--- src/rtl/fpu_pkg.sv ---
// fpu_pkg: shared FSM state type, op codes and IEEE-754 single field widths
// for the FP add/sub request controller.
package fpu_pkg;

    typedef enum logic [1:0] {
        ST_IDLE  = 2'd0,
        ST_ISSUE = 2'd1,
        ST_WAIT  = 2'd2
    } fpu_state_e;

    localparam logic FPU_OP_ADD = 1'b0;
    localparam logic FPU_OP_SUB = 1'b1;

    localparam int FP_W  = 32;
    localparam int EXP_W = 8;
    localparam int MAN_W = 23;

endpackage

--- src/rtl/fpu_req_ctrl_if.sv ---
// fpu_req_ctrl_if: request, FP-unit and response channels of the controller;
// master is the controller side, slave is its surroundings.
interface fpu_req_ctrl_if;
    import fpu_pkg::*;

    logic            req_valid;
    logic            req_ready;
    logic            req_op;
    logic [FP_W-1:0] req_a;
    logic [FP_W-1:0] req_b;
    logic            fpu_start;
    logic            fpu_op;
    logic [FP_W-1:0] fpu_a;
    logic [FP_W-1:0] fpu_b;
    logic            fpu_busy;
    logic            fpu_ready;
    logic [FP_W-1:0] fpu_data;
    logic            rsp_valid;
    logic            rsp_ready;
    logic [FP_W-1:0] rsp_data;
    logic            rsp_err;

    modport master (
        input  req_valid, req_op, req_a, req_b, fpu_busy, fpu_ready, fpu_data, rsp_ready,
        output req_ready, fpu_start, fpu_op, fpu_a, fpu_b, rsp_valid, rsp_data, rsp_err
    );

    modport slave (
        output req_valid, req_op, req_a, req_b, fpu_busy, fpu_ready, fpu_data, rsp_ready,
        input  req_ready, fpu_start, fpu_op, fpu_a, fpu_b, rsp_valid, rsp_data, rsp_err
    );

endinterface

--- src/rtl/fpu_rsp_fifo.sv ---
// fpu_rsp_fifo: synchronous response FIFO with wrap-bit pointers; head entry
// reads as zero when empty.
module fpu_rsp_fifo #(
    parameter int W     = 32,
    parameter int DEPTH = 4
) (
    input  logic         clock,
    input  logic         reset,
    input  logic         push,
    input  logic [W-1:0] wdata,
    input  logic         pop,
    output logic         full,
    output logic         empty,
    output logic [W-1:0] rdata
);
    localparam int AW = $clog2(DEPTH);

    logic [W-1:0] mem [DEPTH];
    logic [AW:0]  wp;
    logic [AW:0]  rp;

    always_ff @(posedge clock or posedge reset) begin
        if (reset) begin
            wp <= '0;
            rp <= '0;
        end else begin
            if (push) wp <= wp + 1'b1;
            if (pop)  rp <= rp + 1'b1;
        end
    end

    always_ff @(posedge clock) begin
        if (push) mem[wp[AW-1:0]] <= wdata;
    end

    assign full  = (wp[AW] != rp[AW]) && (wp[AW-1:0] == rp[AW-1:0]);
    assign empty = (wp == rp);
    assign rdata = empty ? '0 : mem[rp[AW-1:0]];

endmodule

--- src/rtl/fpu_req_ctrl.sv ---
// fpu_req_ctrl: issues one FP add/sub at a time and queues results downstream.
// Define FPU_TIMEOUT_EN to abort a WAIT after TIMEOUT_CYC cycles with an error entry.
module fpu_req_ctrl
    import fpu_pkg::*;
#(
    parameter int RSP_DEPTH   = 4,
    parameter int TIMEOUT_CYC = 64
) (
    input  logic           clock,
    input  logic           reset,
    fpu_req_ctrl_if.master bus
);
`ifdef FPU_TIMEOUT_EN
    localparam int RW    = FP_W + 1;
    localparam int CNT_W = $clog2(TIMEOUT_CYC) > 8 ? $clog2(TIMEOUT_CYC) : 8;
`else
    localparam int RW    = FP_W;
`endif

    fpu_state_e      state;
    fpu_state_e      nxt;
    logic            rdy;
    logic            push;
    logic            pop;
    logic            full;
    logic            empty;
    logic            timeout;
    logic            op_q;
    logic [FP_W-1:0] a_q;
    logic [FP_W-1:0] b_q;
    logic [RW-1:0]   wdata;
    logic [RW-1:0]   rdata;

    always_ff @(posedge clock or posedge reset) begin
        if (reset) begin
            state <= ST_IDLE;
            op_q  <= 1'b0;
            a_q   <= '0;
            b_q   <= '0;
        end else begin
            state <= nxt;
            if (rdy && bus.req_valid) begin
                op_q <= bus.req_op;
                a_q  <= bus.req_a;
                b_q  <= bus.req_b;
            end
        end
    end

    // Only IDLE accepts, so no op is in flight there and a free slot is enough to reserve one.
    always_comb begin
        nxt  = state;
        rdy  = 1'b0;
        push = 1'b0;
        case (state)
            ST_IDLE: begin
                rdy = ~reset & ~full & ~bus.fpu_busy & ~bus.fpu_ready;
                nxt = (rdy && bus.req_valid) ? ST_ISSUE : ST_IDLE;
            end
            ST_ISSUE: nxt = ST_WAIT;
            ST_WAIT: begin
                push = bus.fpu_ready | timeout;
                nxt  = push ? ST_IDLE : ST_WAIT;
            end
            default: nxt = ST_IDLE;
        endcase
    end

`ifdef FPU_TIMEOUT_EN
    logic [CNT_W-1:0] cnt;

    always_ff @(posedge clock or posedge reset) begin
        if (reset) cnt <= '0;
        else       cnt <= (state == ST_WAIT) ? cnt + 1'b1 : '0;
    end

    // A ready on the timeout edge still wins because the entry takes the unit's data.
    assign timeout = (state == ST_WAIT) && (cnt == CNT_W'(TIMEOUT_CYC - 1));
    assign wdata   = {~bus.fpu_ready, bus.fpu_ready ? bus.fpu_data : {FP_W{1'b0}}};
    assign bus.rsp_err = rdata[FP_W];
`else
    assign timeout = 1'b0;
    assign wdata   = bus.fpu_data;
    assign bus.rsp_err = 1'b0;
`endif

    assign pop           = ~empty & bus.rsp_ready;
    assign bus.req_ready = rdy;
    assign bus.fpu_start = (state == ST_ISSUE);
    assign bus.fpu_op    = op_q;
    assign bus.fpu_a     = a_q;
    assign bus.fpu_b     = b_q;
    assign bus.rsp_valid = ~empty;
    assign bus.rsp_data  = rdata[FP_W-1:0];

    fpu_rsp_fifo #(
        .W     (RW),
        .DEPTH (RSP_DEPTH)
    ) u_fifo (
        .clock (clock),
        .reset (reset),
        .push  (push),
        .wdata (wdata),
        .pop   (pop),
        .full  (full),
        .empty (empty),
        .rdata (rdata)
    );

endmodule

--- src/flat_wrapper.sv ---
// flat-port wrapper written by rule: the top's interface ports become plain ports
module fpu_req_ctrl_flat import fpu_pkg::*;
#(
    parameter int RSP_DEPTH   = 4,
    parameter int TIMEOUT_CYC = 64
)
  (clock, reset, bus_req_valid, bus_req_op, bus_req_a, bus_req_b, bus_fpu_busy, bus_fpu_ready, bus_fpu_data, bus_rsp_ready, bus_req_ready, bus_fpu_start, bus_fpu_op, bus_fpu_a, bus_fpu_b, bus_rsp_valid, bus_rsp_data, bus_rsp_err);
  fpu_req_ctrl_if bus_i ();
  input  logic clock;
  input  logic reset;
  input wire logic [$bits(bus_i.req_valid)-1:0] bus_req_valid;
  input wire logic [$bits(bus_i.req_op)-1:0] bus_req_op;
  input wire logic [$bits(bus_i.req_a)-1:0] bus_req_a;
  input wire logic [$bits(bus_i.req_b)-1:0] bus_req_b;
  input wire logic [$bits(bus_i.fpu_busy)-1:0] bus_fpu_busy;
  input wire logic [$bits(bus_i.fpu_ready)-1:0] bus_fpu_ready;
  input wire logic [$bits(bus_i.fpu_data)-1:0] bus_fpu_data;
  input wire logic [$bits(bus_i.rsp_ready)-1:0] bus_rsp_ready;
  output wire logic [$bits(bus_i.req_ready)-1:0] bus_req_ready;
  output wire logic [$bits(bus_i.fpu_start)-1:0] bus_fpu_start;
  output wire logic [$bits(bus_i.fpu_op)-1:0] bus_fpu_op;
  output wire logic [$bits(bus_i.fpu_a)-1:0] bus_fpu_a;
  output wire logic [$bits(bus_i.fpu_b)-1:0] bus_fpu_b;
  output wire logic [$bits(bus_i.rsp_valid)-1:0] bus_rsp_valid;
  output wire logic [$bits(bus_i.rsp_data)-1:0] bus_rsp_data;
  output wire logic [$bits(bus_i.rsp_err)-1:0] bus_rsp_err;
  assign bus_i.req_valid = bus_req_valid;
  assign bus_i.req_op = bus_req_op;
  assign bus_i.req_a = bus_req_a;
  assign bus_i.req_b = bus_req_b;
  assign bus_i.fpu_busy = bus_fpu_busy;
  assign bus_i.fpu_ready = bus_fpu_ready;
  assign bus_i.fpu_data = bus_fpu_data;
  assign bus_i.rsp_ready = bus_rsp_ready;
  assign bus_req_ready = bus_i.req_ready;
  assign bus_fpu_start = bus_i.fpu_start;
  assign bus_fpu_op = bus_i.fpu_op;
  assign bus_fpu_a = bus_i.fpu_a;
  assign bus_fpu_b = bus_i.fpu_b;
  assign bus_rsp_valid = bus_i.rsp_valid;
  assign bus_rsp_data = bus_i.rsp_data;
  assign bus_rsp_err = bus_i.rsp_err;
  fpu_req_ctrl #(.RSP_DEPTH(RSP_DEPTH), .TIMEOUT_CYC(TIMEOUT_CYC)) u_core (.clock(clock), .reset(reset), .bus(bus_i));
endmodule
--- config.mk ---
export PLATFORM = sky130hd
export DESIGN_NAME = fpu_req_ctrl_flat
export DESIGN_NICKNAME = d
export VERILOG_FILES = /design/src/rtl/fpu_pkg.sv /design/src/rtl/fpu_req_ctrl_if.sv /design/src/rtl/fpu_rsp_fifo.sv /design/src/rtl/fpu_req_ctrl.sv /design/src/flat_wrapper.sv
export SDC_FILE = /design/constraint.sdc
export NUM_CORES = 1
export LEC_CHECK = 0
export ABC_AREA = 1
export ABC_CLOCK_PERIOD_IN_PS = 3400
export CORE_ASPECT_RATIO = 1.1
export CORE_MARGIN = 2
export CORE_UTILIZATION = 25
export DETAILED_ROUTE_END_ITERATION = 7
export PLACE_DENSITY = 0.5
export SLEW_MARGIN = 20
export SYNTH_ARGS = -nofsm -noshare
export SYNTH_HDL_FRONTEND = slang
export SYNTH_SLANG_ARGS = --single-unit
--- constraint.sdc ---
create_clock -name clock -period 3.4 [get_ports clock]
set_clock_uncertainty 0.05 [all_clocks]
set_input_delay 1.02 -clock clock [delete_from_list [all_inputs] [get_ports clock]]
set_output_delay 1.02 -clock clock [all_outputs]
set_load 0.01 [all_outputs]
==> flow_summary.toml <==
[outcome]
outcome = "complete, no violations"

[finish]
fill_cells = 3259
final_area_mm2 = 0.0116
area_delta_synth_final_pct = 42.3
final_cell_count_no_fill = 1380
layout-drive-gt1-share = 0.0818
diodes = 0
nets = 1045

[critical_path]
worstSetupEndpointType = "output pin"
crit_top_cell = "nand2_1"
critPathMaxStageDelay_ns = 0.54
worst_setup_path_start_kind = "flop"
reg2reg_to = "u_core.bus.fpu_a[4]"
cp.required_ns = 2.33
r2r_start = "u_core.state[1]"
worstSetupPathType = "reg -> out"
worstPathCellList = "inv_4 > nand2_1 > nand2_2 > nand3_4 > buf_12 > nand2_1 > inv_1 > clkdlybuf4s50_1"
rr_worst_depth = 7
cp_slowest_cell = "clkdlybuf4s50_1"
cp_max_fo = 19
r2r_slack_ns = 1.23
cp-endpoint = "bus_rsp_data[30]"
setup.worst_path.start = "u_core.u_fifo.rp[0]"
cp_data_arrival_time_ns = 2.21

[clocking]
path_clk_slew_ns = 0.06
cts_tree = "yes"
clockRootBuffer = "clkbuf_16"
cts_sinks = 201
htree_levels = 1
insertion_delay_ns = 0.51
cts_buffers = 23
postCtsHoldBufs = 0
clock_path_buffers = 3

[timing]
rsz0062_at_grt = "no"
fin_ws_ns = 0.119
setup_viol = 0
tightest_slew_ns = 0.734
fin_tns_setup_ns = 0
clock.fmax_ghz = 0.305
relSlewSlack = 0.511
slew_viol_final = 0
hold_viol = 0
finalCriticalPeriod_ns = 3.28
fin_crit_sh = 0.965

[yosys]
avgSynthCellArea_um2 = 11.1
syn-cell-area_mm2 = 0.00817
yosys.area_share.adder = 0.00765
syn_inst = 734
yosys_warnings = 0
synth.area.mux_share = 0
seq_area_frac_synth = 0.694
ys_types = 23
synthXorXnorAreaFrac = 0.00321
ys_ff_latch = 201
yosys.area_share.simple = 0.174
synth_fp_nets = 842
synth_top_family_by_area = "simple AND/OR/NAND/NOR gates"
synth_compound_area_frac = 0.0649

[power]
seqPwrFrac = 0.337
p_leak_nw = 4.73
peakVddDrop_v = 0.000463
switching_share = 0.332
power.share.clock = 0.262
power_per_cell_area_mw_per_mm2 = 827
combPwrFrac = 0.401
power.switching_mw = 3.20
p_int_mw = 6.42

[route]
vias = 6090
wl_per_cell_um = 16.1
drt_wl_total_mm = 22.2
vias_per_cell = 4.41
antenna_left = 0
firstDrtPassIters = 6
drtIter0Drc = 316
route.detailed.drc = 0

[die]
dieArea_mm2 = 0.0342
start_util = 0.253
num_rows = 69
ios = 204
chipWidth_um = 176
core_mm2 = 0.0323
die_y_um = 194

[min_path]
hold_depth = 2
hold_class = "reg -> reg"
hp-start = "u_core.bus.fpu_a[9]"

[global_routing]
grt_pass1_wl_mm = 34.3
grt_max_degree = 67
grtUsageTotal = 0.126
antenna_found_initial = 1
overflow = 0
grt_pass1_vias = 6036

[place]
place_worst_setup_slack_ns = -0.177
place_hpwl_mm = 13.4
io_buffers = 202
dpl_cell_area_mm2 = 0.0107
dpl.cell_count = 1335
gp_congestion = 0.714

[job]
drv_cap = 0
critical path: cells and delay by family (launching register included):
family	cells	cell delay (ns)
buffers and inverters	4	0.89
and+or+nand+nor	4	0.36
DFF	1	0.43
logic make-up (layout without fill, tap and decap cells):
group,count (synthesis),count (layout)
DFF,201,201
AOI/OAI and AO/OA,98,98
xor gates and xnor gates,3,3
other,1,1
and+or+nand+nor,326,326
adders and majority gates,5,5
buffers and inverters,100,320
placed cells by master, fill, tap and decap left out, types with 2 or more instances in the layout:
cell type / n
clkdlybuf4s50_1: 197
nand2_1: 178
edfxtp_1: 128
dfrtp_1: 71
nor2_1: 67
nand4_1: 65
o21ai_0: 65
inv_1: 44
o22ai_1: 32
clkbuf_16: 25
buf_4: 15
buf_12: 9
clkinv_1: 6
nor2_4: 5
nand3_1: 5
ha_1: 5
bufinv_16: 4
inv_2: 3
xor2_1: 3
clkinv_2: 3
clkbuf_1: 3
nand2_2: 2
nand3_2: 2
clkinvlp_4: 2
dlygate4sd2_1: 2
dlymetal6s2s_1: 2
dfrtp_2: 2
power groups by stage:
stage | Clock [mW] | Sequential [mW] | Combinational (mW)
2_1_floorplan | 0 | 3.41 | 1.64
6_report | 2.52 | 3.25 | 3.86
3_3_place_gp | 0 | 3.28 | 3.73
5_1_grt | 2.70 | 3.30 | 4.25
4_1_cts | 2.60 | 3.25 | 3.79
3_5_place_dp | 0 | 3.28 | 3.75
routing by layer:
metal,vias up,track usage,share of wire
li1,2937,-,-
met1,2920,0.159,0.41
met2,202,0.207,0.48
met3,29,0.0437,0.087
met4,2,0.0291,0.017
met5,-,0,0.00054
Yosys cell counts, drive strengths merged:
library cell / n / area [um^2]
nand3: 8 / 55.1
xor2: 3 / 26.3
nor2: 72 / 278
inv: 48 / 180
dfrtp: 73 / 1830
o21ai: 65 / 325
nand4: 65 / 407
or2: 1 / 6.26
clkbuf: 23 / 86.3
ha: 5 / 62.6
conb: 1 / 3.75
a21oi: 1 / 5.00
nand2: 180 / 681
buf: 29 / 188
o22ai: 32 / 200
edfxtp: 128 / 3840
per-stage QoR:
| stage | hold slack (ns) | util | total power, mW |
|---|---|---|---|
| global placement | 0.402 | 0.332 | 7.01 |
| finish | 0.418 | 0.360 | 9.62 |
| CTS | 0.422 | 0.357 | 9.65 |
| floorplan | 0.413 | - | 5.05 |
| detailed placement | 0.407 | 0.332 | 7.03 |
| global route | 0.435 | 0.360 | 10.3 |
final cells by class:
type | instances | area [um^2] | share of cell area
flip-flops and latches | 201 | 5670 | 0.488
repair buffers | 230 | 2390 | 0.205
multi-input cells | 433 | 2090 | 0.179
clock buffers | 26 | 587 | 0.0504
well taps | 426 | 533 | 0.0458
inverters | 48 | 183 | 0.0157
clock inverters | 16 | 181 | 0.0156
repair_timing:
item,CTS,global route
buffers inserted,0,1
gates cloned,0,2
endpoints found under the setup margin,34,30
resized for setup,11,13
pin swaps,0,0
sequential cells by signal, indices dropped and copies added, names as in the netlist:
register,flops
u_core.u_fifo.wp,3
u_core.u_fifo.mem,128
u_core.state,2
u_core.bus.fpu_b,32
u_core.bus.fpu_op,1
u_core.u_fifo.rp,3
u_core.bus.fpu_a,32
worst min-delay path by stage:
| stage | end | slack [ns] |
|---|---|---|
| 6_report | u_core.bus.fpu_a[9] | 0.42 |
| 5_1_grt | u_core.bus.fpu_a[9] | 0.43 |
| 4_1_cts | u_core.bus.fpu_a[1] | 0.42 |
| 3_5_place_dp | u_core.bus.fpu_a[9] | 0.41 |
| 3_3_place_gp | u_core.bus.fpu_a[15] | 0.40 |
| 2_1_floorplan | u_core.u_fifo.wp[2] | 0.41 |
No activity file was read; power rests on OpenSTA's default activity.
